### src/rtl/pc_pkg.sv
// Shared types and sizing helpers for the fetch-stage PC generator.
package pc_pkg;
  localparam int XLEN_DEFAULT = 32;

  typedef enum logic {BOOT, RUN} state_t;

  typedef enum logic [2:0] {NONE, TRAP, BR, PRED, SEQ} src_t;

  function automatic int group_bytes(input int fetch_width);
    return 4 * fetch_width;
  endfunction

  // Bits of pc that select the starting lane inside a fetch group.
  function automatic int lane_off_w(input int fetch_width);
    return (fetch_width <= 1) ? 1 : $clog2(fetch_width);
  endfunction
endpackage

### src/rtl/pc_gen_if.sv
// Fetch request bus between the PC generator (master) and instruction memory (slave).
interface pc_gen_if
  import pc_pkg::*;
#(
  parameter int XLEN        = XLEN_DEFAULT,
  parameter int FETCH_WIDTH = 1
);
  logic                   fetch_valid;
  logic                   fetch_ready;
  logic [XLEN-1:0]        pc_o;
  logic [FETCH_WIDTH-1:0] lane_mask_o;
  logic                   fetch_kill_o;
  logic                   misalign_o;

  modport master (
    output fetch_valid, pc_o, lane_mask_o, fetch_kill_o, misalign_o,
    input  fetch_ready
  );

  modport slave (
    input  fetch_valid, pc_o, lane_mask_o, fetch_kill_o, misalign_o,
    output fetch_ready
  );
endinterface

### src/rtl/pc_gen.sv
// Fetch-group PC generator: trap > branch > predictor > sequential, 1-cycle redirect latency.
// Holds pc while the request is not accepted or stalled; trap/branch redirects override both and kill.
module pc_gen
  import pc_pkg::*;
#(
  parameter int              XLEN         = XLEN_DEFAULT,
  parameter logic [XLEN-1:0] RESET_VECTOR = '0,
  parameter int              FETCH_WIDTH  = 1
) (
  input  logic            clk,
  input  logic            rst,
  input  logic            trap_valid,
  input  logic [XLEN-1:0] trap_addr,
  input  logic            br_ctrl,
  input  logic [XLEN-1:0] br_addr,
  input  logic            pred_valid,
  input  logic [XLEN-1:0] pred_addr,
  input  logic            pc_stall,
  pc_gen_if.master        fetch
);
  localparam int GB = group_bytes(FETCH_WIDTH);

  state_t          state, state_nxt;
  src_t            src;
  logic [XLEN-1:0] pc, pc_nxt, seq, raw;
  logic            kill, kill_nxt, mis, mis_nxt, fire;

  assign seq = (pc & ~XLEN'(GB - 1)) + XLEN'(GB);

  always_ff @(posedge clk) begin
    if (rst) begin
      state <= BOOT;
      pc    <= RESET_VECTOR;
      kill  <= 1'b0;
      mis   <= 1'b0;
    end else begin
      state <= state_nxt;
      pc    <= pc_nxt;
      kill  <= kill_nxt;
      mis   <= mis_nxt;
    end
  end

  always_comb begin
    state_nxt = RUN;
    src       = NONE;
    raw       = pc;
    fire      = (state == RUN) && fetch.fetch_ready && !pc_stall;
    if (state == RUN) begin
      if (trap_valid) begin
        src = TRAP;
        raw = trap_addr;
      end else if (br_ctrl) begin
        src = BR;
        raw = br_addr;
      end else if (fire && pred_valid) begin
        src = PRED;
        raw = pred_addr;
      end else if (fire) begin
        src = SEQ;
        raw = seq;
      end
    end
    // pc and seq are already aligned, so forcing [1:0] only affects redirect targets.
    pc_nxt   = {raw[XLEN-1:2], 2'b00};
    kill_nxt = (src == TRAP) || (src == BR);
    mis_nxt  = ((src == TRAP) || (src == BR) || (src == PRED)) && (raw[1:0] != 2'b00);
  end

  assign fetch.fetch_valid  = (state == RUN);
  assign fetch.pc_o         = pc;
  assign fetch.fetch_kill_o = kill;
  assign fetch.misalign_o   = mis;

  generate
    if (FETCH_WIDTH == 1) begin : g_single
      assign fetch.lane_mask_o = 1'b1;
    end else begin : g_multi
      localparam int OW = lane_off_w(FETCH_WIDTH);
      logic [OW-1:0]          off;
      logic [FETCH_WIDTH-1:0] mask;
      assign off = pc[OW+1:2];
      always_comb begin
        mask = '0;
        for (int i = 0; i < FETCH_WIDTH; i++) mask[i] = (i >= int'(off));
      end
      assign fetch.lane_mask_o = mask;
    end
  endgenerate
endmodule

### src/flat_wrapper.sv
// flat-port wrapper written by rule: the top's interface ports become plain ports
module pc_gen_flat import pc_pkg::*;
#(
  parameter int              XLEN         = XLEN_DEFAULT,
  parameter logic [XLEN-1:0] RESET_VECTOR = '0,
  parameter int              FETCH_WIDTH  = 1
)
  (clk, rst, trap_valid, trap_addr, br_ctrl, br_addr, pred_valid, pred_addr, pc_stall, fetch_fetch_valid, fetch_pc_o, fetch_lane_mask_o, fetch_fetch_kill_o, fetch_misalign_o, fetch_fetch_ready);
  pc_gen_if #(.XLEN(XLEN), .FETCH_WIDTH(FETCH_WIDTH)) fetch_i ();
  input  logic clk;
  input  logic rst;
  input  logic trap_valid;
  input  logic [XLEN-1:0] trap_addr;
  input  logic br_ctrl;
  input  logic [XLEN-1:0] br_addr;
  input  logic pred_valid;
  input  logic [XLEN-1:0] pred_addr;
  input  logic pc_stall;
  output wire logic [$bits(fetch_i.fetch_valid)-1:0] fetch_fetch_valid;
  output wire logic [$bits(fetch_i.pc_o)-1:0] fetch_pc_o;
  output wire logic [$bits(fetch_i.lane_mask_o)-1:0] fetch_lane_mask_o;
  output wire logic [$bits(fetch_i.fetch_kill_o)-1:0] fetch_fetch_kill_o;
  output wire logic [$bits(fetch_i.misalign_o)-1:0] fetch_misalign_o;
  input wire logic [$bits(fetch_i.fetch_ready)-1:0] fetch_fetch_ready;
  assign fetch_fetch_valid = fetch_i.fetch_valid;
  assign fetch_pc_o = fetch_i.pc_o;
  assign fetch_lane_mask_o = fetch_i.lane_mask_o;
  assign fetch_fetch_kill_o = fetch_i.fetch_kill_o;
  assign fetch_misalign_o = fetch_i.misalign_o;
  assign fetch_i.fetch_ready = fetch_fetch_ready;
  pc_gen #(.XLEN(XLEN), .RESET_VECTOR(RESET_VECTOR), .FETCH_WIDTH(FETCH_WIDTH)) u_core (.clk(clk), .rst(rst), .trap_valid(trap_valid), .trap_addr(trap_addr), .br_ctrl(br_ctrl), .br_addr(br_addr), .pred_valid(pred_valid), .pred_addr(pred_addr), .pc_stall(pc_stall), .fetch(fetch_i));
endmodule
### config.mk
export PLATFORM = sky130hd
export DESIGN_NAME = pc_gen_flat
export DESIGN_NICKNAME = d
export VERILOG_FILES = /design/src/rtl/pc_pkg.sv /design/src/rtl/pc_gen_if.sv /design/src/rtl/pc_gen.sv /design/src/flat_wrapper.sv
export SDC_FILE = /design/constraint.sdc
export NUM_CORES = 1
export LEC_CHECK = 0
export CORE_ASPECT_RATIO = 1.25
export CORE_MARGIN = 2
export CORE_UTILIZATION = 30
export DETAILED_ROUTE_END_ITERATION = 16
export SYNTH_ARGS = -nofsm -noshare
export SYNTH_HDL_FRONTEND = slang
export SYNTH_SLANG_ARGS = --single-unit
### constraint.sdc
create_clock -name clk -period 3.2 [get_ports clk]
set_input_delay 0.8 -clock clk [delete_from_list [all_inputs] [get_ports clk]]
set_output_delay 0.8 -clock clk [all_outputs]
set_load 0.02 [all_outputs]
==> metrics, run 1 <==
Fillers=915; Setup CP Type=input port to flip-flop; total track usage=22.63%; gr ovfl total=0; die area=10180 sq um; Skew-Pair Late Insertion Delay=0.28 ns; Critical Path RT=3.38 ns; Setup Buffers After CTS=0; Iter 0 DRT Violations=approximately 170; CTS tree=built; final core occ=roughly half; CTS max path bufs=2; antenna-violating nets left=0; Max-cap violations=0; Comb pwr share=between 30% and 40%; largest net degree at the start of global routing=40; Num Clock Sinks=33; Slowest-stage cell, CP=clkdlybuf4s50_1; normalized max-slew margin=48.79%; global placement routability congestion=0.8392; Post-Synthesis Cell Area=2816 sq um; Sw Share=30.60%; CP peak stage delay=0.51 ns; Die Span Y=112.3 um; status=complete, no violations; Final Max Tran Viols=0; proportion of layout cells with a drive suffix above 1=7.115%; # hold bufs at CTS=0; worst-path cell chain=clkdlybuf4s50_1 -> nand2b_1 -> mux2_2 -> nor3_1 -> nand3_1 -> o311ai_0; WP data arrival=approximately 2.7 ns; dpl hpwl=8847 um; Multi-input gate area=1997 sq um; setup violation total in the final timing report=0; drt via density=5.656; H-tree levels=2; Tmin final=2.513 ns; CTS Buf Count=5; Worst setup SP type=input port; synth top area cells=dfxtp_1, o21ai_0, a21oi_1, nor2_1, nand2_1; detailed-route via count=3637; post-synth top area share=23.46%; TritonRoute pass-1 iters=4; Final Hold Viols=0; clock power share=35.2%; synth warn=0; cts repair resizes=0; final WL=11690 um; Die W=roughly 91 um; Synth-to-Final Area Change=59.08%; Setup TNS Final=0 ns; net switching power=451.3 uW; RSZ-0062 raised after global routing=false; clock skew=0.004583 ns; antenna violations before repair=0; Top FF cell, synth=dfxtp_1; fin crit share=approximately four fifths; Root Buffer=clkbuf_16; VDD IR max=175.7 uV; Post-Synthesis Cells=390; Top Family by Delay on Critical Path=simple AND/OR/NAND/NOR gates; PwrDens=roughly 330 nW/um^2; nets@finish=623; Clock transition at path regs=0.06 ns; Worst Hold Class=flip-flop to flip-flop; IO Count=around 140; CP bufs+invs=1; Distinct cells, synth=62; Core Region=between 9000 and 10000 sq um; sequential power share=between 30% and 40%; # diodes=0; Register Area=660.6 sq um; worst-margin pin slew=0.7617 ns; crit end category=flip-flop; Avg Synthesized Cell Area=7.222 sq um; vias in the first global route=roughly 3.6k; DR WL/cell=18.18 um; Initial Util=between 30% and 40%; cell taking the most area after synthesis=dfxtp_1; # DRC=0; critical-path maximum fanout=8; Max Clock Freq=398.0 MHz; Yosys reg bits=33; row count=39; EDFF count, synth=0; global-route wire length before repair=18620 um; input/output buffers=135; Async SR Flop Fraction=0%; internal power=1.024 mW; sequential area share after synthesis=23.46%; Lkg Pwr=1.547 nW
state kept, by name, summed over array words and instances, names as in the netlist:
register,count
u_core.fetch.pc_o,30
u_core.fetch.misalign_o,1
u_core.fetch.fetch_valid,1
u_core.fetch.fetch_kill_o,1
placed cells by master, fill, tap and decap left out, types with 4 or more instances in the layout:
cell type and instances:
a2111oi_0 4, a211oi_1 6, a21oi_1 25, a221oi_1 7, a22oi_1 4, a31oi_1 6
and2_1 5, and3_1 6, and4_1 4, buf_4 18, clkbuf_16 5, clkdlybuf4s50_1 134
dfxtp_1 33, inv_1 8, mux2i_1 7, nand2_1 29, nand2b_1 12, nand3_1 19
nand3b_1 4, nand4_1 6, nand4b_1 4, nor2_1 32, nor2b_1 5, nor3_1 12
nor4_1 8, o21ai_0 35, o221ai_1 4, o22ai_1 6, o311ai_0 5, or3_1 6
xor2_1 4
cell families after synthesis:
group / synth area share (%)
DFF: 23.46
and+or+nand+nor: 32.34
muxes: 3.687
buffers and inverters: 5.908
other: 0.2666
adders and majority gates: 0.4442
xor gates and xnor gates: 2.177
AOI/OAI and AO/OA: 31.72
area by class of cell:
cell class                      count  share of cell area (%)
Tap cell                          123                   3.435
Multi-Input combinational cell    318                   44.57
Sequential cell                    33                   14.74
Inverter                            8                  0.6702
Clock inverter                      1                  0.1117
Timing Repair Buffer              153                   33.06
Clock buffer                        7                   3.407
power by group through the flow:
| stage | clock [mW] | combinational, mW | sequential (mW) |
|---|---|---|---|
| 2_1_floorplan | 0 | 0.172 | 0.530 |
| 3_3_place_gp | 0 | 0.450 | 0.507 |
| 3_5_place_dp | 0 | 0.452 | 0.509 |
| 4_1_cts | 0.524 | 0.455 | 0.500 |
| 5_1_grt | 0.537 | 0.491 | 0.508 |
| 6_report | 0.520 | 0.455 | 0.501 |
worst paths after layout:
check	startpoint	to	slack, ns	depth (start not counted)
min	u_core.fetch.pc_o[12]	u_core.fetch.pc_o[12]	0.55	2
max	pc_stall	u_core.fetch.pc_o[20]	0.69	6
max reg2reg	u_core.fetch.pc_o[2]	u_core.fetch.pc_o[20]	0.90	5
min reg2reg	u_core.fetch.pc_o[12]	u_core.fetch.pc_o[12]	0.55	2
tightest hold or removal path, stage by stage (launching register included):
cell,delay (ns)
dfxtp_1,0.35
inv_1,0.08
o32ai_1,0.07
synth_stat cells, types with 4 or more instances:
cell type / number
a2111oi_0: 4
a211oi_1: 6
a21oi_1: 25
a221oi_1: 7
a22oi_1: 4
a31oi_1: 6
and2_1: 5
and3_1: 6
and4_1: 4
buf_2: 4
clkbuf_1: 23
dfxtp_1: 33
inv_1: 8
mux2i_1: 7
nand2_1: 29
nand2b_1: 12
nand3_1: 19
nand3b_1: 4
nand4_1: 6
nand4b_1: 4
nor2_1: 32
nor2b_1: 5
nor3_1: 12
nor4_1: 8
o21ai_0: 36
o221ai_1: 4
o22ai_1: 6
o311ai_0: 5
or3_1: 6
xor2_1: 4
per-stage QoR:
step	std cells	hold slack, ns	power, mW	area [sq um]	worst slack (ns)
2_1_floorplan	391	0.5765	0.7024	2820	0.9545
3_3_place_gp	635	0.5293	0.9572	4323	0.4882
3_5_place_dp	635	0.5486	0.9611	4323	0.4005
4_1_cts	643	0.5570	1.479	4481	0.6920
5_1_grt	643	0.5805	1.536	4481	0.5416
6_report	643	0.5508	1.475	4481	0.6871
per-layer routing:
layer | part of all wire [%] | track usage, % | vias to the layer above
met5 | 0 | 0 | -
met4 | 1.6 | 6.564 | 0
met3 | 6.6 | 3.289 | 18
met2 | 51 | 41.54 | 152
met1 | 41 | 27.23 | 1706
li1 | - | - | 1761
No activity file was read; power rests on OpenSTA's default activity.
==> run 2: changes to the inputs <==
==> constraint.sdc (replaced) <==
create_clock -name clk -period 2.6 [get_ports clk]
set_input_delay 0.65 -clock clk [delete_from_list [all_inputs] [get_ports clk]]
set_output_delay 0.65 -clock clk [all_outputs]
set_load 0.02 [all_outputs]
==> run 2 against run 1 <==
  * Global-route usage shrank 0.15 points
  * Critical endpoint unchanged
  * Sequential cell count did not move
  * Count of clock-buffer cells in the layout did not move
  * Routed wire length is 0.39% higher
  * Hold slack got worse by 0.0049 ns
  * Register-to-register slack got worse by 0.41 ns
  * Die area stayed put
  * Cell count grew 1.4%
==> metrics, run 2 (same netlist as run 1, synthesis figures left out) <==
Hold Path Sink=u_core.fetch.pc_o[26]; IO Count=139; CTS max path bufs=2; row count=39; Finished Cell Area=about 4600 sq um; CTS Buf Count=5; # DRC=0; # diodes=0; cts repair resizes=0; CP bufs+invs=1; Reg2Reg Depth=5; Slowest-stage cell, CP=clkdlybuf4s50_1; Tmin final=2.236 ns; pre-CTS WS=between 0.07 and 0.08 ns; CP Launch Point=pc_stall; worst-path cell chain=clkdlybuf4s50_1 -> nand2b_1 -> mux2_2 -> nor3_1 -> nand3_1 -> o311ai_0; flop-to-flop setup slack=approximately 0.49 ns; largest net degree at the start of global routing=a little over 40; Skew-Pair Late Insertion Delay=0.28 ns; status=complete, no violations; # hold bufs at CTS=0; Max-cap violations=0; detailed-route via count=3653; worst setup margin=roughly 0.36 ns; Setup TNS Final=0 ns; setup violation total in the final timing report=0; Top Family by Delay on Critical Path=simple AND/OR/NAND/NOR gates; Setup Buffers After CTS=0; input/output buffers=135; Setup CP Type=input port to flip-flop; Final Max Tran Viols=0; Iter 0 DRT Violations=168; cell count after placement=645; antenna violations before repair=0; total track usage=~22%; final core occ=50.03%; Initial Util=30.87%; global placement routability congestion=0.8465; DR WL/cell=approximately 18 um; Max Clock Freq=approximately 450 MHz; fin crit share=approximately 86%; dpl hpwl=9105 um; Hold Path Stages=2; commonest non-fill, non-tap cell in the layout=clkdlybuf4s50_1; Power Total=approximately 1.8 mW; Critical Path RT=~2.8 ns; Worst Hold Class=flip-flop to flip-flop; CP peak stage delay=0.50 ns; critical-path maximum fanout=5; TritonRoute pass-1 iters=5; normalized max-slew margin=62.36%; max reg flops=30; antenna-violating nets left=0; VDD IR max=333.7 uV; final WL=11730 um; proportion of layout cells with a drive suffix above 1=8.507%; crit end category=flip-flop; drt via density=5.603; RSZ-0062 raised after global routing=false; Final Hold Viols=0; CTS tree=built; WP data arrival=2.40 ns; Root Buffer=clkbuf_16; global-route wire length before repair=18640 um; nets@finish=between 600 and 700; H-tree levels=2; clock skew=0.005090 ns; Core Region=9125 sq um; Lkg Pwr=around 1.6 nW; min-delay src=u_core.fetch.pc_o[26]; most frequent cells in the layout=clkdlybuf4s50_1, o21ai_0, dfxtp_1; final std cells w/o fill=652; Num Clock Sinks=33; die area=10180 sq um; worst hold slack=0.5459 ns; Post-DP Area=4423 sq um; Clock transition at path regs=0.05 ns; gr ovfl total=0; Die Span Y=112.3 um; Synth-to-Final Area Change=62.11%; Worst R2R End=u_core.fetch.pc_o[29]; r2r startpoint=u_core.fetch.pc_o[16]; Worst setup SP type=input port; vias in the first global route=3788; PwrDens=~390 nW/um^2; worst-margin pin slew=~0.56 ns; Die W=90.67 um
[run 2: cell types whose count changed in the layout (fill, tap and decap cells not counted), sizes merged]
cell    previous run  this run
clkinv             1         0
buf               19        29
[run 2: worst register-to-register path, cell delays in order (launching register included)]
cell and delay (ns):
dfxtp_1 0.50, and4_1 0.37, nand4_1 0.28, nor4_1 0.44
mux2i_1 0.30, a31oi_1 0.11
[run 2: how the worst max path moves through the flow]
stage,end,slack [ns],cells after the start
finish,u_core.fetch.pc_o[20],0.36,6
global route,u_core.fetch.pc_o[21],0.26,7
CTS,u_core.fetch.pc_o[20],0.36,6
detailed placement,u_core.fetch.pc_o[20],0.08,6
global placement,u_core.fetch.pc_o[20],0.17,6
floorplan,u_core.fetch.pc_o[31],0.50,7
[run 2: power by group]
| group | leakage, nW | switching (mW) | internal, mW |
|---|---|---|---|
| Sequential | 0.272 | 0.0619 | 0.547 |
| Clock | 0.0700 | 0.214 | 0.376 |
| Combinational | 1.25 | 0.262 | 0.321 |
[run 2: metal layers]
metal  GRT usage (%)  wire length (um)  vias to the layer above
met5               0                 0                        -
met2           43.33              6226                      142
met3           4.295               685                       16
met4           5.744               161                        0
li1                -                 -                     1780
met1           25.00              4659                     1715
[run 2: area by class of cell]
class	instances	area, sq um
inverter	8	30.03
timing repair buffer	163	1582
fill	908	4559
multi-input combinational	318	1997
tap	123	153.9
clock buffer	7	142.6
sequential	33	660.6
==> run 3: changes to the inputs <==
--- a/config.mk
+++ b/config.mk
@@ -7,8 +7,9 @@
 export LEC_CHECK = 0
 export CORE_ASPECT_RATIO = 1.25
 export CORE_MARGIN = 2
-export CORE_UTILIZATION = 30
+export CORE_UTILIZATION = 41
 export DETAILED_ROUTE_END_ITERATION = 16
+export PLACE_DENSITY = 0.81
 export SYNTH_ARGS = -nofsm -noshare
 export SYNTH_HDL_FRONTEND = slang
 export SYNTH_SLANG_ARGS = --single-unit
==> run 3 against run 2 <==
  * Critical path depth unchanged
  * Utilization up 18 points
  * Global-route usage up 6.8 points
  * Count of clock-buffer cells in the layout unchanged
  * Die area down 26%
  * Power down 4.4%
  * Non-clock buffer count up 4
  * Hold slack better by 0.0052 ns
  * Worst setup slack better by 0.0013 ns
  * Fmax about the same
  * Routed wire length down 3.8%
  * Critical path type unchanged
  * Critical endpoint unchanged
  * Largest power group unchanged
==> metrics, run 3 (same netlist as run 1, synthesis figures left out) <==
status=complete, no violations; Worst setup SP type=input port; DR WL/cell=approximately 18 um; # DRC=0; Initial Util=42.63%; Clock transition at path regs=around 0.07 ns; row count=33; antenna violations before repair=0; RSZ-0062 raised after global routing=false; H-tree levels=2; pre-CTS WS=0.1050 ns; final WL=approximately 11000 um; Register Area=660.6 sq um; # hold bufs at CTS=0; fin crit share=85.94%; commonest non-fill, non-tap cell in the layout=clkdlybuf4s50_1; Finished Cell Area=4499 sq um; Multi-input gate area=1997 sq um; antenna-violating nets left=0; Die W=78.13 um; Num Clock Sinks=33; setup violation total in the final timing report=0; input/output buffers=135; gr ovfl total=0; worst setup margin=0.3656 ns; cts repair resizes=0; CTS max path bufs=2; max reg flops=30; # diodes=0; worst-path cell chain=clkdlybuf4s50_1 -> nand2b_1 -> mux2_2 -> nor3_1 -> nand3_1 -> o311ai_0; Setup Buffers After CTS=0; Setup TNS Final=0 ns; CP bufs+invs=1; Setup CP Type=input port to flip-flop; vias in the first global route=approximately 3.7k; critical-path maximum fanout=5; Slowest-stage cell, CP=clkdlybuf4s50_1; IO Count=139; most frequent cells in the layout=clkdlybuf4s50_1, o21ai_0, dfxtp_1; CTS tree=built; WP data arrival=2.41 ns; total track usage=29.26%; TritonRoute pass-1 iters=5; Max-cap violations=0; Worst Hold Class=flip-flop to flip-flop; Fillers=567; Tmin final=roughly 2.2 ns; clock skew=0.008716 ns; Critical Path RT=between 2 and 3 ns; Final Max Tran Viols=0; CTS Buf Count=5; Lkg Pwr=1.593 nW; Root Buffer=clkbuf_8; global-route wire length before repair=~18000 um; Final Hold Viols=0; Top Family by Delay on Critical Path=simple AND/OR/NAND/NOR gates; normalized max-slew margin=between 50% and 60%; Post-DP Area=4383 sq um; detailed-route via count=3887; Skew-Pair Late Insertion Delay=0.29 ns; Max Clock Freq=447.6 MHz; die area=roughly 7600 sq um; drt via density=6.259; VDD IR max=246.0 uV; dpl hpwl=8544 um; crit end category=flip-flop; global placement routability congestion=~0.93; Die Span Y=96.67 um; worst-margin pin slew=0.6273 ns; nets@finish=637; Core Region=6606 sq um; Synth-to-Final Area Change=59.75%; PwrDens=378.3 nW/um^2; CP peak stage delay=between 0.5 and 0.6 ns; Iter 0 DRT Violations=381; proportion of layout cells with a drive suffix above 1=9.363%; largest net degree at the start of global routing=27
[run 3: cell types whose count changed in the layout (fill, tap and decap cells not counted)]
cell / change
buf_12: -2
bufinv_16: +1
clkbuf_8: +5
clkbuf_16: -5
buf_4: +6
[run 3: metal layers]
| metal | track usage [%] | wire [um] | part of all wire, % | vias up |
|---|---|---|---|---|
| li1 | - | - | - | 1789 |
| met1 | 35.11 | 4160 | 37 | 1793 |
| met2 | 51.53 | 5656 | 50 | 265 |
| met3 | 5.037 | 1106 | 9.8 | 40 |
| met4 | 10.93 | 371 | 3.3 | 0 |
| met5 | 0 | 0 | 0 | - |
[run 3: cell type report]
type / instances / share of cell area (%)
Clock buffer: 7 / 1.919
Clock inverter: 1 / 0.6674
Inverter: 8 / 0.6674
Multi-Input combinational cell: 318 / 44.38
Sequential cell: 33 / 14.68
Tap cell: 87 / 2.419
Timing Repair Buffer: 167 / 35.26
[run 3: through the flow]
stage	cells	hold WS, ns	power [mW]	utilization, %
after floorplan	391	0.5765	0.8645	-
after global placement	613	0.5192	1.184	66.34
after detailed placement	613	0.5377	1.193	66.34
after CTS	621	0.5477	1.696	68.11
after global routing	621	0.5785	1.772	68.11
final	621	0.5511	1.702	68.11
[run 3: worst paths after layout]
check	start	end	slack (ns)	cells past startpoint
max	pc_stall	u_core.fetch.pc_o[20]	0.37	6
min	u_core.fetch.pc_o[18]	u_core.fetch.pc_o[18]	0.55	2
max reg2reg	u_core.fetch.pc_o[3]	u_core.fetch.pc_o[8]	0.44	7
min reg2reg	u_core.fetch.pc_o[18]	u_core.fetch.pc_o[18]	0.55	2
[run 3: power breakdown]
group / total, mW / internal (mW) / leakage, nW / switching, mW
sequential: 0.609 / 0.546 / 0.272 / 0.0626
clock: 0.508 / 0.313 / 0.0585 / 0.196
combinational: 0.585 / 0.321 / 1.26 / 0.264
total: 1.70 / 1.18 / 1.59 / 0.523
[run 3: worst min-delay path: cells and delay by family (launching register included)]
| family | cells | cell delay [ns] |
|---|---|---|
| flops | 1 | 0.36 |
| compound gates | 1 | 0.08 |
| buf+inv | 1 | 0.07 |
==> variant 1 (config.mk and constraints of run 1) <==
Reset style: asynchronous (`rst`), changed in one clocked block.
--- a/src/rtl/pc_gen.sv
+++ b/src/rtl/pc_gen.sv
@@ -29,3 +29,3 @@
 
-  always_ff @(posedge clk) begin
+  always_ff @(posedge clk or posedge rst) begin
     if (rst) begin
Behaviour: differs if rst is asserted again (counterexample within 4 cycles, from zero or initial values and one cycle with rst high); with rst held inactive, the same outputs for 10 cycles.
==> variant 1 against run 1 <==
  * First-iteration DRC count is 29% higher
  * Power grew 18%
  * Cell area increased by 0.73%
  * Wire length down 1.8%
  * Final cell count down 2.3%
  * Highest routed layer unchanged
  * Area after synthesis is 3.7% higher
  * Worst setup slack better by 0.056 ns
  * Sequential power grew 21%
  * Sequential cell count did not move
  * Count of clock-buffer cells in the layout shrank 1
  * Clock skew is 0.00077 ns higher
==> variant 1: results (changes against run 1) <==
- Initial DRC count: 220 (+29%)
- Slew @ Worst Pin: 0.7471 ns (-0.01468 ns)
- Leak Pwr: 1.660 nW (+7.3%)
- Cells after Synth: 372 (-4.6%)
- Seq/Total Area, Yosys: 28.28% (+4.8 points)
- Async set or reset register ratio after synthesis: 100.0% (+100 points)
- Slowest cell delay on critical path: 0.46 ns (-0.05 ns)
- Clk Latency, worst-skew pair: 0.28 ns (about the same)
- Number of synthesized flops with an enable pin: 0 (unchanged)
- Final #Nets: 605 (-2.9%)
- Htree depth: 2 (unchanged)
- Worst-case reg-to-reg path depth: 5 (unchanged)
- Detail Placement HPWL: 8642 microns (-2.3%)
- Root buffer cell: clkbuf_16
- Number of port buffers: 135 (unchanged)
- Setup Buffers After CTS: 0 (unchanged)
- Slowest CP cell: clkdlybuf4s50_1
- Yosys top cell area share: 28.28% (+4.8 points)
- CP top delay family: buffers and inverters
- First-pass GRT wire length: 18,390 microns (-1.3%)
- Placed insts: 620 (-2.4%)
- Post-Place Setup Slack: 0.4822 ns (+0.08165 ns)
- Largest register FFs: 30 (unchanged)
- Average wire per standard cell: 18.28 microns (+0.57%)
- CTS clk-pin slew, worst paths: 0.05 ns
- Initial antenna violation count: 0 (unchanged)
- HP Class: flip-flop to flip-flop
- Hold Path Cell Cnt: 1 (-1)
- Vias in the first global route: 3,714 (+3.3%)
- Crit-path max FO: 18 (+10)
- Synth warnings: 0 (unchanged)
- Distinct cells, synth: 65 (+4.8%)
- Worst Path Arrival: 2.67 ns (-0.02 ns)
- Share of layout cells above drive strength 1: 7.968% (+0.85 points)
- First-pass DRT Iterations: 5 (+1)
- Vias: 3,552 (-2.3%)
- Routed wire length: 11,480 microns (-1.8%)
- Gr usage total: 21.90% (-0.73 points)
- Peak supply drop: 227.5 uV (+29%)
- Largest net degree at the start of global routing: 34 (-15%)
- Ant. Diodes: 0 (unchanged)
- Top cells by area, synth: dfrtp_1, nand2_1, o21ai_0
- Routability cong.: 0.8718 (+3.9%)
- Most frequent cells after synthesis: nand2_1, dfrtp_1, o21ai_0, nor2_1, nand3_1
- Post-CTS Resized: 0 (unchanged)
- Outcome: finished clean
- Skew final: 0.005351 ns (+0.0007682 ns)
- CTS Buffer Depth: 2 (unchanged)
- Num CTS Buffers: 5 (unchanged)
- Placed cell area: 0.004374 sq mm (+1.2%)
variant 1: changes by cell type in the layout (fill, tap and decap cells not counted), sizes merged, moves of 7 or more:
cell	run 1	this run
dfxtp	33	0
o211ai	3	10
nand2	29	45
dfrtp	0	33
nor2	32	25
a21oi	25	10
variant 1: area by class of cell:
cell class                 instances  area, sq um
inverter                           7        26.28
timing repair buffer             153         1486
sequential                        33        825.8
clock buffer                       6        128.9
tap                              126        157.7
clock inverter                     2        10.01
fill                             962         5046
multi-input combinational        301         1878
variant 1: layer usage:
layer / global-route usage, % / share of wire [%]
met1: 25.44 / 40
met2: 39.51 / 50
met3: 4.542 / 8.2
met4: 8.259 / 2.5
met5: 0 / 0
variant 1: path summary, 6_finish.rpt:
path	startpoint	to	slack [ns]
max	br_ctrl	u_core.fetch.pc_o[11]	0.74
min	u_core.fetch.pc_o[26]	u_core.fetch.pc_o[26]	0.56
max reg2reg	u_core.fetch.pc_o[2]	u_core.fetch.pc_o[16]	1.02
min reg2reg	u_core.fetch.pc_o[26]	u_core.fetch.pc_o[26]	0.56
max in group asynchronous	rst	u_core.fetch.pc_o[21]	1.94
min in group asynchronous	rst	u_core.fetch.fetch_kill_o	0.93
variant 1: power by group:
| group | switching, mW | total, mW | internal [mW] |
|---|---|---|---|
| sequential | 0.122 | 0.606 | 0.484 |
| clock | 0.181 | 0.466 | 0.286 |
| combinational | 0.320 | 0.675 | 0.355 |
| total | 0.623 | 1.75 | 1.12 |
variant 1: cell families after synthesis:
kind of cell / synth area share, %
buffers and inverters: 7.798
adder cells (fa/ha/maj): 0.4284
AND/OR/NAND/NOR: 32.48
AO/OA/AOI/OAI: 28.84
other: 0.2572
flip-flops: 28.28
XOR/XNOR: 0.8999
multiplexers: 1.028
==> variant 2 (flow settings as in run 1) <==
Without the edit above. `FETCH_WIDTH` is set to 1 in 3 places; all go to 0.
--- a/src/rtl/pc_gen_if.sv
+++ b/src/rtl/pc_gen_if.sv
@@ -5,3 +5,3 @@
   parameter int XLEN        = XLEN_DEFAULT,
-  parameter int FETCH_WIDTH = 1
+  parameter int FETCH_WIDTH = 0
 );
--- a/src/rtl/pc_gen.sv
+++ b/src/rtl/pc_gen.sv
@@ -7,3 +7,3 @@
   parameter logic [XLEN-1:0] RESET_VECTOR = '0,
-  parameter int              FETCH_WIDTH  = 1
+  parameter int              FETCH_WIDTH  = 0
 ) (
--- a/src/flat_wrapper.sv
+++ b/src/flat_wrapper.sv
@@ -5,3 +5,3 @@
   parameter logic [XLEN-1:0] RESET_VECTOR = '0,
-  parameter int              FETCH_WIDTH  = 1
+  parameter int              FETCH_WIDTH  = 0
 )
Interface: changed (resized fetch_lane_mask_o); port bits go from 139 to 140. No check against the original RTL was run, so the function may have changed too.
==> variant 2 against run 1 <==
  * Count of clock-buffer cells in the layout stayed put
  * Clock power is 33% lower
  * Cell area is 17% lower
  * Combinational power is 7.3% lower
  * Largest cell class is now non-clock buffers
  * Synthesized cell count is 40% lower
  * Area after synthesis is 21% lower
  * Power is 17% lower
  * Sequential power is 9.4% lower
  * Wire length is 31% lower
  * Die area is 21% lower
  * Final cell count is 30% lower
  * Worst setup slack worse by 0.0092 ns
  * Highest routed layer unchanged
  * Sequential cell count stayed put
  * Critical endpoint is now u_core.fetch.pc_o[18]
==> variant 2: results (changes against run 1) <==
- Largest register FFs: 30 (unchanged)
- Via/cell ratio: 5.287 (-6.5%)
- Distinct cells, synth: 22 (-65%)
- Peak supply drop: 165.3 uV (-5.9%)
- Skew final: 0.004358 ns (-0.0002244 ns)
- First-pass DRT Iterations: 4 (unchanged)
- Slew HR: 18.21% (-31 points)
- Async set or reset register ratio after synthesis: 0% (unchanged)
- Crit-path max FO: 30 (+22)
- Share of layout cells above drive strength 1: 15.69% (+8.6 points)
- Root buffer cell: clkbuf_8
- Number of port buffers: 135 (unchanged)
- Cell taking the most area after synthesis: dfxtp_1
- Gr usage total: 20.21% (-2.4 points)
- Initial DRC count: 115 (-33%)
- Ant. Diodes: 0 (unchanged)
- R2r setup slk: 1.27 ns (+0.37 ns)
- Average wire per standard cell: 17.84 microns (-1.9%)
- Worst Path Arrival: 2.72 ns (+0.03 ns)
- Setup Buffers After CTS: 0 (unchanged)
- CTS Buffer Depth: 2 (unchanged)
- Top cells by area, synth: dfxtp_1, o32ai_2, o221ai_1
- Leak Pwr: 1.369 nW (-11%)
- Num CTS Buffers: 5 (unchanged)
- CTS clk-pin slew, worst paths: 0.06 ns (about the same)
- Final #Nets: 459 (-26%)
- Detail Placement HPWL: 5559 microns (-37%)
- Initial antenna violation count: 0 (unchanged)
- Synth warnings: 0 (unchanged)
- Htree depth: 2 (unchanged)
- Post-CTS Resized: 0 (unchanged)
- Post-Place Setup Slack: 0.3809 ns (-0.01967 ns)
- Most frequent cells after synthesis: dfxtp_1, inv_1
- HP Class: flip-flop to flip-flop
- Clk Latency, worst-skew pair: 0.29 ns
- Largest net degree at the start of global routing: 33 (-18%)
- Vias in the first global route: 2,462 (-32%)
- Final Worst Setup Slack: 0.6779 ns (-0.009197 ns)
- Outcome: finished clean
- First-pass GRT wire length: 12,530 microns (-33%)
- Fillers: 699 (-24%)
- Seq/Total Area, Yosys: 29.86% (+6.4 points)
- Routability cong.: 0.7882 (-6.1%)
[variant 2: final cells by class]
cell class	count	share of cell area, %
multi-input combinational	135	34.14
clock buffer	7	2.595
tap	92	3.101
sequential	33	17.80
timing repair buffer	148	38.89
clock inverter	1	0.1348
inverter	33	3.337
[variant 2: worst max-delay path, cell delays in order]
cell and delay [ns]:
clkdlybuf4s50_1 0.43, and3b_1 1.04, a31oi_1 0.25, o32ai_2 0.17
[variant 2: per-layer routing]
| metal | track usage, % | wire length, microns |
|---|---|---|
| met5 | 0 | 0 |
| met1 | 22.67 | 3083 |
| met3 | 3.777 | 530 |
| met2 | 37.76 | 4238 |
| met4 | 6.258 | 158 |
[variant 2: worst paths after layout]
kind,from,to,cells past startpoint
setup reg to reg,u_core.fetch.fetch_valid,u_core.fetch.pc_o[18],3
setup / recovery,pc_stall,u_core.fetch.pc_o[18],4
hold reg to reg,u_core.fetch.pc_o[19],u_core.fetch.pc_o[19],2
hold / removal,u_core.fetch.pc_o[19],u_core.fetch.pc_o[19],2
[variant 2: stage by stage]
step	util [%]	cell area (sq um)	instances	hold slack, ns
floorplan	-	2223	238	0.5703
global placement	49.67	3611	441	0.4804
detailed placement	49.67	3611	441	0.4845
CTS	51.07	3712	449	0.4947
global route	51.07	3712	449	0.5064
finish	51.07	3712	449	0.4927
[variant 2: kinds of logic after synthesis]
group | Yosys count | synth area share [%]
simple gates | 7 | 2.037
flops | 33 | 29.86
compound gates | 124 | 54.24
other cells | 1 | 0.1695
buf+inv | 70 | 13.69
[variant 2: report_power, final]
group / internal [mW] / switching (mW) / total [mW]
logic: 0.232 / 0.190 / 0.422
registers: 0.439 / 0.0143 / 0.454
clock network: 0.194 / 0.156 / 0.350
